<file path="src/rtl/load_ctrl_ram.sv">
// load_ctrl_ram: read side of the data RAM path. Runs LB/LBU/LH/LHU/LW
// loads, issuing one word read (two when the access straddles a word
// boundary), waiting the fixed RAM latency and returning the extended value.
module load_ctrl_ram #(
  parameter int RD_LATENCY = 1,
  parameter int ADDR_W     = 32
) (
  input  logic              clk,
  input  logic              rst,
  input  logic              req_valid,
  output logic              req_ready,
  input  logic [ADDR_W-1:0] addr,
  input  logic              TYPE_B,
  input  logic              TYPE_HB,
  input  logic              UNSIGNED,
  output logic              ram_re,
  output logic [ADDR_W-3:0] ram_addr,
  input  logic [31:0]       ram_rdata,
  output logic [31:0]       dout,
  output logic              dout_valid,
  input  logic              dout_ready,
  output logic              busy
);

  typedef enum logic [2:0] {IDLE, RD0, WAIT0, RD1, WAIT1, DONE} state_t;

  localparam logic [2:0]        LAT_LAST = 3'(RD_LATENCY - 1);
  localparam logic [ADDR_W-3:0] WORD_ONE = {{(ADDR_W-3){1'b0}}, 1'b1};

  state_t            state;
  state_t            state_nxt;
  logic [2:0]        lat_cnt;
  logic              lat_done;
  logic              accept;

  logic              in_byte;
  logic              in_half;
  logic              in_word;
  logic              in_split;

  logic [ADDR_W-3:0] word_addr;
  logic [1:0]        off;
  logic              is_byte;
  logic              is_half;
  logic              is_unsigned;
  logic              is_split;
  logic [31:0]       w0;
  logic [31:0]       w1;

  logic [63:0]       both_words;
  logic [31:0]       shifted;

  assign lat_done = (lat_cnt == LAT_LAST);
  assign accept   = (state == IDLE) && req_valid && !rst;

  // Size decode of the incoming request; TYPE_B alone still means byte.
  always_comb begin
    in_byte  = TYPE_B;
    in_half  = TYPE_HB && !TYPE_B;
    in_word  = !TYPE_B && !TYPE_HB;
    in_split = (in_half && (addr[1:0] == 2'd3)) || (in_word && (addr[1:0] != 2'd0));
  end

  // FSM state register.
  always_ff @(posedge clk) begin
    if (rst) begin
      state <= IDLE;
    end else begin
      state <= state_nxt;
    end
  end

  // Next-state and handshake/RAM strobe outputs.
  always_comb begin
    state_nxt  = state;
    req_ready  = 1'b0;
    ram_re     = 1'b0;
    ram_addr   = '0;
    dout_valid = 1'b0;
    busy       = (state != IDLE);
    case (state)
      IDLE: begin
        req_ready = !rst;
        if (accept) state_nxt = RD0;
      end
      RD0: begin
        ram_re    = 1'b1;
        ram_addr  = word_addr;
        state_nxt = WAIT0;
      end
      WAIT0: begin
        if (lat_done) state_nxt = is_split ? RD1 : DONE;
      end
      RD1: begin
        ram_re    = 1'b1;
        ram_addr  = word_addr + WORD_ONE;
        state_nxt = WAIT1;
      end
      WAIT1: begin
        if (lat_done) state_nxt = DONE;
      end
      DONE: begin
        dout_valid = 1'b1;
        if (dout_ready) state_nxt = IDLE;
      end
      default: state_nxt = IDLE;
    endcase
  end

  // Request latch, latency counter and word capture at the end of each wait.
  always_ff @(posedge clk) begin
    if (rst) begin
      word_addr   <= '0;
      off         <= '0;
      is_byte     <= 1'b0;
      is_half     <= 1'b0;
      is_unsigned <= 1'b0;
      is_split    <= 1'b0;
      lat_cnt     <= '0;
      w0          <= '0;
      w1          <= '0;
    end else begin
      if (accept) begin
        word_addr   <= addr[ADDR_W-1:2];
        off         <= addr[1:0];
        is_byte     <= in_byte;
        is_half     <= in_half;
        is_unsigned <= UNSIGNED;
        is_split    <= in_split;
        w1          <= '0;
      end
      case (state)
        RD0, RD1: lat_cnt <= '0;
        WAIT0: begin
          if (lat_done) w0 <= ram_rdata;
          else          lat_cnt <= lat_cnt + 3'd1;
        end
        WAIT1: begin
          if (lat_done) w1 <= ram_rdata;
          else          lat_cnt <= lat_cnt + 3'd1;
        end
        default: ;
      endcase
    end
  end

  // Align the addressed bytes down to bit 0 and extend to 32 bits.
  always_comb begin
    both_words = {w1, w0};
    shifted    = 32'(both_words >> {off, 3'b000});
    if (is_byte) begin
      dout = {{24{~is_unsigned & shifted[7]}}, shifted[7:0]};
    end else if (is_half) begin
      dout = {{16{~is_unsigned & shifted[15]}}, shifted[15:0]};
    end else begin
      dout = shifted;
    end
  end

endmodule
</file>
<file path="config.mk">
export PLATFORM = sky130hd
export DESIGN_NAME = load_ctrl_ram
export DESIGN_NICKNAME = d
export VERILOG_FILES = /design/src/rtl/load_ctrl_ram.sv
export SDC_FILE = /design/constraint.sdc
export NUM_CORES = 1
export LEC_CHECK = 0
export BUFFER_PORTS_ARGS = -buffer_cell sky130_fd_sc_hd__buf_2
export CAP_MARGIN = 10
export CORE_ASPECT_RATIO = 0.6
export CORE_MARGIN = 2
export CORE_UTILIZATION = 50
export DETAILED_ROUTE_END_ITERATION = 16
export PLACE_DENSITY = 0.81
export SLEW_MARGIN = 10
export SYNTH_ARGS = -nofsm -noshare
export SYNTH_HDL_FRONTEND = slang
export SYNTH_SLANG_ARGS = --single-unit
export TNS_END_PERCENT = 1
</file>
<file path="constraint.sdc">
create_clock -name clk -period 5.21 [get_ports clk]
set_input_delay 1.3025 -clock clk [delete_from_list [all_inputs] [get_ports clk]]
set_output_delay 1.3025 -clock clk [all_outputs]
set_load 0.01 [all_outputs]
</file>
Word-level counts from Yosys, hierarchy flattened
Cells that the tools add are included.
Storage, ports and cells
  bits of input ports: 71
  flip-flop bits (word level): 106
  output and inout port bits: 66
  logic and storage cells: 64
Operators by class
  $add $sub $neg: 2
  bitwise gates (word level): 3
  mux-type cells: 17
  shift-type cells: 1
  reduce and logical (&&, ||, !) cells: 20
  equality and inequality tests: 11
Operator list (number)
  two-way mux 32 bit: 5
  right shift 64 x 5 -> 32 bit: 1
  case mux 30 bit (2 select lines): 1
  adder 30 x 1 -> 30 bit (second input constant): 1
  two-way mux 3 bit: 6
  case mux 3 bit (6 select lines): 1
  inequality test 2 bit (second input constant): 5
  == test 3 x 2 -> 1 bit (second input constant): 2
  == test 3 bit (second input constant): 2
  logical AND 1 bit: 6
  zero test 3 bit: 2
  case mux 3 bit (2 select lines): 1
  AND reduction 2 bit: 2
  AND reduction 4 bit: 1
  nonzero test 2 bit: 2
  OR reduction 2 bit: 2
  adder 3 x 1 -> 3 bit (second input constant): 1
  == test 3 x 1 -> 1 bit (second input constant): 1
  zero test 1 bit: 3
  two-way mux 1 bit: 3
  nonzero test 3 bit: 1
  AND 1 bit: 2
  == test 2 bit (second input constant): 1
  logical OR 1 bit: 1
  inverter 1 bit: 1

Depth between registers and ports, before layout
Gate-level depths: netlist (run 1).
  word-level depth: 6
  gate-level depth with buffers: 8
  mapped depth without buffers: 6

Least setup slack after synthesis (run 1)
Ideal clock, no wire load.
  path kind: input port to output port
  from: in rst
  to: out req_ready
  arrival: 1.901 ns
  setup slack: 2.006 ns
  stages on the path: 2
  path buffers: 1
  required time: 3.908 ns
  cell sequence: clkbuf_1 > nor4_1
Between the ends
  word-level cells in the longest chain between the ends: 2
RTL lines
  from (decl): RTL line 9  | input logic rst,
  zero test 1 bit: RTL line 83  | req_ready = !rst;
  two-way mux 1 bit: RTL line 81  | case (state)
  to (decl): RTL line 11  | output logic req_ready,
No other way between the ends.

Final worst setup path (run 1)
  from: reg state[1]
  to: out ram_addr[25]
Between the ends
  word-level cells in the longest chain between the ends: 2
  elaborated cells on any way between the ends: 3
  classes of those cells: eq/ne (2); mux (1)
RTL lines
  from (decl): RTL line 30  | state_t state;
  from (signal assigned): RTL line 69  | state <= state_nxt;
  == test 3 x 2 -> 1 bit / == test 3 x 1 -> 1 bit (equally long branches): RTL line 81
  case mux 30 bit (2 select lines) *: RTL line 81
  to (decl): RTL line 17  | output logic [ADDR_W-3:0] ram_addr,
Mark *: on every way between the ends. The rest lies on a longest branch, timed or not.

==> metrics.md, run 1 <==
| Metric | Value |
|---|---|
| Final setup fails | `0` |
| Reg area | `about 2000 um2` |
| TNS Setup | `0 ps` |
| Largest family of logic cells by synthesized area | `simple AND/OR/NAND/NOR gates` |
| Sink Count | `between 90 and 100` |
| Synth top area cells | `dfxtp_1 (35%), nand2_1 (11%), a21oi_1 (8.4%), mux2i_1 (5.6%), nand3b_1 (4.5%)` |
| Routability cong. | `slightly below 0.9` |
| Die ar. | `roughly 12000 um2` |
| Remaining DRCs | `0` |
| Largest area contributor in the netlist | `dfxtp_1` |
| Post-synthesis mux area share | `about 8.7%` |
| Min Tclk post-route | `~4100 ps` |
| I/O Buffers | `around 140` |
| Final core utilization | `61.1%` |
| Max-capacitance violation count | `0` |
| Sequential Power Share | `a little under half` |
| CTS max path bufs | `2` |
| Syn. warnings | `0` |
| Critical path origin | `state[1]` |
| Setup crit end kind | `output pin` |
| RSZ-0062 raised after global routing | `false` |
| Worst path slowest cell | `dfxtp_1` |
| Final worst-path cycle share | `between 70% and 80%` |
| Status | `finished, final reports clean` |
| Comb power frac | `17.4%` |
| Max H-tree Level | `3` |
| Post-synth top area share | `between 30% and 40%` |
| Tightest Hold Check Type | `reg2reg` |
| Later-pin clock latency in the skew report | `350 ps` |
| Post-synth cell types | `49` |
| Via count | `around 5.6k` |
| Internal power | `roughly 1300 uW` |
| Row count | `29` |
| Critical path cell sequence | `nand4_2, or4_4, or4_1, a21oi_1, buf_2` |
| Fmax | `~240 MHz` |
| Hold Startpoint | `w0[6]` |
| CTS resizes | `0` |
| Tot GR Track Use | `a little over a quarter` |
| Layout cells sized above 1 | `~22%` |
| Reg-to-reg critical path startpoint | `state[1]` |
| Total congestion overflow | `0` |
| Xor/xnor share of the synthesized area | `under 10%` |
| Max rail drop VDD | `0.156 mV` |
| FILL cells | `approximately 970` |
| Adder-Cell Fraction of Synth Area | `0.859%` |
| Cell area after synthesis | `~5500 um2` |
| Post-synthesis sequential area ratio | `between 30 and 40%` |
| Num CTS Buffers | `9` |
| Switching share of power | `30.5%` |
| Clock power share | `36.9%` |
| CP peak stage delay | `~740 ps` |
| TritonCTS clock tree | `done` |
| Synthesis-stage register bit count | `98` |
| Final Max Slew Viols | `0` |
| Initial Util | `51.9%` |
| Post-DP HPWL | `around 11000 um` |
| Pre-Repair DR Iteration Count | `6` |
| Fraction of registers with async set or reset after synthesis | `0%` |
| Static leakage | `~0.0026 uW` |
| Reg clk slew, reported paths | `~70 ps` |
| Vias per cell | `around 5.8` |
| Area delta synth->final | `17.8%` |
| Post-Synth Simple-Gate Area | `about 30%` |
| Die height | `85.5 um` |
| Crit path DAT | `approximately 2800 ps` |
| IO Count | `~140` |
| Avg Cell Area, Syn | `approximately 7.5 um2` |
| Largest net degree at the start of global routing | `99` |
| Core box area | `around 11000 um2` |
| Worst slew margin | `approximately 24%` |
| Area occupied by multi-input gates | `roughly 3300 um2` |
| Number of flops mapped to enable cells by yosys | `0` |
| WP data required | `approximately 4000 ps` |
| Initial antenna violation count | `4` |
| Main synth FF type | `dfxtp_1` |
| First-pass GRT wire length | `roughly 25000 um` |
| Routed length per instance | `around 16 um` |
| Cell count after synthesis | `735` |
| Final hold vios | `0` |
| Vias in the first global route | `4684` |
| Die Wd | `approximately 140 um` |
| Worst-path fanout max | `20` |
| Post-CTS Hold Fix Bufs | `0` |
| Syn Nets | `between 800 and 900` |
| P_sw | `roughly 570 uW` |
| Root Buffer | `clkbuf_16` |
| Crit start category | `flip-flop` |
| Setup Skew | `~6.7 ps` |
| Slew of the pin with the lowest slew margin | `approximately 1100 ps` |
| Postcts setup bufs | `0` |
| Nets | `~910` |
| P per Cell Area | `around 290 nW/um2` |
| Final ANT Viol Nets | `0` |
| Final wirelength | `16100 um` |
| Initial DRC Count | `around 550` |
| Post-synthesis compound-gate area fraction | `~18%` |
| CP Class | `reg2out` |
[cell usage in the layout (no fill, tap or decap), drive strengths merged, types with 4 or more instances in the layout]
master and count:
nand2 167, buf 145, dfxtp 98, a21oi 93
o21ai 34, nand3b 33, nor2 32, nand3 32
mux2i 31, inv 17, o31ai 14, or3 10
nand4 10, or4 10, a21boi 9, clkbuf 9
nor2b 8, a211oi 8, xnor2 7, and2 7
mux2 7, o31a 7, nor3 7, xor2 5
nor4 4, mux4 4, nand2b 4
[final timing paths]
path / endpoint / cells past startpoint / slack (ps)
worst min register to register: w0[6] / 2 / 460
worst max-delay path: ram_addr[25] / 5 / 1070
worst min-delay path: w0[6] / 2 / 460
worst max register to register: w1[9] / 5 / 2710
[synthesized netlist by cell type, types with 5 or more instances]
cell      instances
dfxtp_1          98
or4_1             8
nand3b_1         33
nor2b_1           8
o31ai_1          14
mux2i_1          31
xnor2_1           7
o21ai_0          34
or3_1             8
nand4_1           8
inv_1            14
buf_2             6
mux2_2            7
a21boi_0          9
and2_1            7
nand3_1          32
nand2_1         167
nor3_1            7
xor2_1            5
o31a_1            7
clkbuf_1         45
a211oi_1          8
a21oi_1          93
nor2_1           32
[power groups by stage]
stage	Combinational [uW]	Clock, uW	Sequential (uW)
6_report	328	695	860
5_1_grt	359	745	868
4_1_cts	325	702	858
3_5_place_dp	323	0	875
3_3_place_gp	320	0	873
2_1_floorplan	236	0	839
[logic make-up after synthesis]
logic type | after synthesis
AND/OR/NAND/NOR | 334
AO/OA/AOI/OAI | 170
flip-flops | 98
buffers and inverters | 75
multiplexers | 42
XOR/XNOR | 12
adder cells (fa/ha/maj) | 4
[metal layers]
metal / part of all wire (%) / up-vias / global-route usage, %
met3: 11 / 17 / 7.87
li1: - / 2751 / -
met5: 0.081 / - / 0
met2: 38 / 251 / 33.6
met1: 50 / 2609 / 42.6
met4: 0.85 / 2 / 5.09
[worst max-delay path, delay by kind of cell (launching register included)]
kind | cells | cell delay [ps]
AO/OA/AOI/OAI | 1 | 140
buffers and inverters | 1 | 140
flip-flops | 1 | 740
AND/OR/NAND/NOR | 3 | 1470
[final cells by class]
class                   instances  share of cell area, %
clock inverters                 7                   1.30
multi-input cells             562                   50.0
clock buffers                   9                   3.45
well taps                     139                   2.67
repair buffers                145                   11.5
diodes                          3                  0.115
inverters                      15                  0.864
flip-flops and latches         98                   30.1
[metrics by stage]
step	total power (uW)	worst slack, ps	area [um2]	hold slack (ps)	cells
floorplan	1080	2010	5530	432	735
global placement	1190	1480	6200	441	959
detailed placement	1200	1440	6200	443	959
CTS	1890	1070	6510	452	975
global route	1970	848	6520	472	976
finish	1880	1070	6520	455	978
[state kept, by name, summed over array words and instances (netlist names)]
| name | cells |
|---|---|
| is_byte | 1 |
| state | 3 |
| off | 2 |
| w1 | 24 |
| is_half | 1 |
| word_addr | 30 |
| is_split | 1 |
| is_unsigned | 1 |
| lat_cnt | 3 |
| w0 | 32 |
(Power assumes the default switching activity.)
==> run 2, diff against run 1 <==
--- a/config.mk
+++ b/config.mk
@@ -9,9 +9,9 @@
 export CAP_MARGIN = 10
 export CORE_ASPECT_RATIO = 0.6
 export CORE_MARGIN = 2
-export CORE_UTILIZATION = 50
+export CORE_UTILIZATION = 49
 export DETAILED_ROUTE_END_ITERATION = 16
-export PLACE_DENSITY = 0.81
+export PLACE_DENSITY = 0.82
 export SLEW_MARGIN = 10
 export SYNTH_ARGS = -nofsm -noshare
 export SYNTH_HDL_FRONTEND = slang
==> constraint.sdc (replaced) <==
create_clock -name clk -period 3.8 [get_ports clk]
set_input_delay 0.95 -clock clk [delete_from_list [all_inputs] [get_ports clk]]
set_output_delay 0.95 -clock clk [all_outputs]
set_load 0.01 [all_outputs]
==> run 2 against run 1 <==
First-iteration DRC count grew 7.7%; power grew 40%; via count shrank 2.2%; sequential power grew 35%; die area grew 2.0%; global-route usage shrank 0.77 points; non-clock buffer count grew 3; largest cell class unchanged; highest routed layer unchanged.
==> metrics.md, run 2 (same netlist as run 1, synthesis figures left out) <==
| Metric | Value |
|---|---|
| Status | `finished, final reports clean` |
| Initial Util | `49.6% (-2.2 points)` |
| Largest net degree at the start of global routing | `100 (+1.0%)` |
| Top Metal Used | `met5` |
| Tightest Hold Check Type | `reg2reg` |
| TNS Setup | `0 ps (unchanged)` |
| I/O Buffers | `136 (unchanged)` |
| Vias per cell | `5.58 (-3.1%)` |
| Die height | `86.3 um (+0.97%)` |
| Clock power share | `38.1% (+1.2 points)` |
| Core box area | `11100 um2 (+4.5%)` |
| Row count | `30 (+3.4%)` |
| Final worst-path cycle share | `91.2%` |
| P per Cell Area | `400 nW/um2 (+38%)` |
| Final wirelength | `15800 um (-1.4%)` |
| Setup Skew | `9.74 ps (+3.04 ps)` |
| Most common cell after layout, fill and taps aside | `nand2_1` |
| Switching share of power | `29.3% (-1.2 points)` |
| First-pass GRT wire length | `24800 um (-1.3%)` |
| Internal power | `1860 uW (+42%)` |
| Post-CTS Hold Fix Bufs | `0 (unchanged)` |
| Met2 WL | `5910 um (-3.3%)` |
| Reg clk slew, reported paths | `70 ps (about the same)` |
| IO Count | `137 (unchanged)` |
| TritonCTS clock tree | `done` |
| Via count | `5505 (-2.2%)` |
| Worst-path fanout max | `13 (-35%)` |
| Final setup fails | `0 (unchanged)` |
| Die ar. | `12200 um2 (+2.0%)` |
| WP data required | `2850 ps (-1060 ps)` |
| Initial DRC Count | `590 (+7.7%)` |
| Sequential Power Share | `44.2% (-1.5 points)` |
| Metal3 WL | `1840 um (+6.6%)` |
| Crit start category | `flip-flop` |
| Fmax | `approximately 290 MHz` |
| Post-DP HPWL | `11100 um (-2.3%)` |
| Area of placed instances | `6230 um2 (+0.46%)` |
| Max H-tree Level | `3 (unchanged)` |
| Total congestion overflow | `0 (unchanged)` |
| Root Buffer | `clkbuf_16` |
| CP Class | `reg2out` |
| Top Registers | `w0: 32 flops, word_addr: 30 flops, w1: 24 flops` |
| Pre-Repair DR Iteration Count | `5 (-1)` |
| Comb power frac | `17.8% (+0.4 points)` |
| CTS resizes | `0 (unchanged)` |
| Min Tclk post-route | `3460 ps` |
| Met1 Wirelength | `7960 um (-1.5%)` |
| Initial antenna violation count | `5 (+1)` |
| Later-pin clock latency in the skew report | `350 ps (about the same)` |
| Crit path DAT | `2510 ps (-320 ps)` |
| Remaining DRCs | `0 (unchanged)` |
| Fin cells | `987 (+0.92%)` |
| Routability cong. | `0.862 (-2.9%)` |
| Tot GR Track Use | `25.6% (-0.77 points)` |
| Sink Count | `98 (unchanged)` |
| Largest register by flop count | `w0` |
| Final Max Slew Viols | `0 (unchanged)` |
| Max rail drop VDD | `0.250 mV (+60%)` |
| Placed cells | `967 (+0.83%)` |
| Static leakage | `0.00263 uW (+0.71%)` |
| Critical path cell sequence | `ha_1, nand3_1, or4_4, or4_1, a21oi_1, buf_2` |
| Fin Hold WS | `453 ps (-2.14 ps)` |
| Worst slew margin | `25.9% (+1.8 points)` |
| Final ANT Viol Nets | `0 (unchanged)` |
| Postcts setup bufs | `0 (unchanged)` |
| FILL cells | `1045 (+8.0%)` |
| Routed length per instance | `16.1 um (-2.3%)` |
| Die Wd | `141 um (+0.99%)` |
| CP peak stage delay | `550 ps (-190 ps)` |
| Vias in the first global route | `4755 (+1.5%)` |
| CTS max path bufs | `2 (unchanged)` |
| Num CTS Buffers | `9 (unchanged)` |
| Most frequent cells in the layout | `nand2_1 (166), buf_2 (136), dfxtp_1 (96)` |
| RSZ-0062 raised after global routing | `false` |
| P_sw | `770 uW (+34%)` |
| Max reg flops | `32 (unchanged)` |
| Fin area | `6570 um2 (+0.75%)` |
| Slew of the pin with the lowest slew margin | `1110 ps (-27.3 ps)` |
| Final hold vios | `0 (unchanged)` |
| Area delta synth->final | `18.7%` |
| Max-capacitance violation count | `0 (unchanged)` |
| Setup crit end kind | `output pin` |
| Nets | `908 (+0.33%)` |
| Layout cells sized above 1 | `22.3% (+0.28 points)` |
| Worst path slowest cell | `or4_4` |
[run 2: cell types whose count changed in the layout (fill, tap and decap cells not counted)]
cell        previous run  this run
buf_4                  9        12
bufinv_16              1         2
clkinvlp_4             2         3
diode_2                3         4
inv_6                  1         0
inv_8                  2         1
[run 2: cell type report]
class	count	area (um2)	area share, %
Inverter	15	56.3	0.857
Clock inverter	7	103	1.56
Timing Repair Buffer	148	771	11.7
Tap cell	144	180	2.74
Multi-Input combinational cell	562	3260	49.6
Clock buffer	9	225	3.43
Sequential cell	98	1960	29.9
Antenna cell	4	10.0	0.152
[run 2: critical path, delay by kind of cell (launching register included)]
kind / cells / cell delay [ps]
AND/OR/NAND/NOR: 3 / 1250
flip-flops: 1 / 410
adder cells (fa/ha/maj): 1 / 220
AO/OA/AOI/OAI: 1 / 140
buffers and inverters: 1 / 140
[run 2: through the flow]
step	setup WS (ps)	power [uW]	utilization (%)
2_1_floorplan	971	1480	-
3_3_place_gp	791	1630	55.9
3_5_place_dp	726	1640	55.9
4_1_cts	340	2630	58.8
5_1_grt	209	2740	58.8
6_report	336	2630	58.9
[run 2: path summary, 6_finish.rpt]
| kind | from | end | slack, ps | depth (start not counted) |
|---|---|---|---|---|
| max | word_addr[0] | ram_addr[26] | 340 | 6 |
| min | w0[1] | w0[1] | 450 | 2 |
| max reg2reg | lat_cnt[0] | w1[5] | 1380 | 6 |
| min reg2reg | w0[1] | w0[1] | 450 | 2 |
[run 2: power by group through the flow]
stage / logic [uW] / clock network, uW / registers [uW]
after CTS: 463 / 1010 / 1160
after global routing: 517 / 1050 / 1170
after global placement: 456 / 0 / 1180
after floorplan: 324 / 0 / 1150
after detailed placement: 460 / 0 / 1180
final: 467 / 999 / 1160
[run 2: routing by layer]
layer | vias to the layer above | track usage [%]
li1 | 2766 | -
met1 | 2488 | 40.5
met2 | 233 | 33.2
met3 | 16 | 8.23
met4 | 2 | 4.64
met5 | - | 0
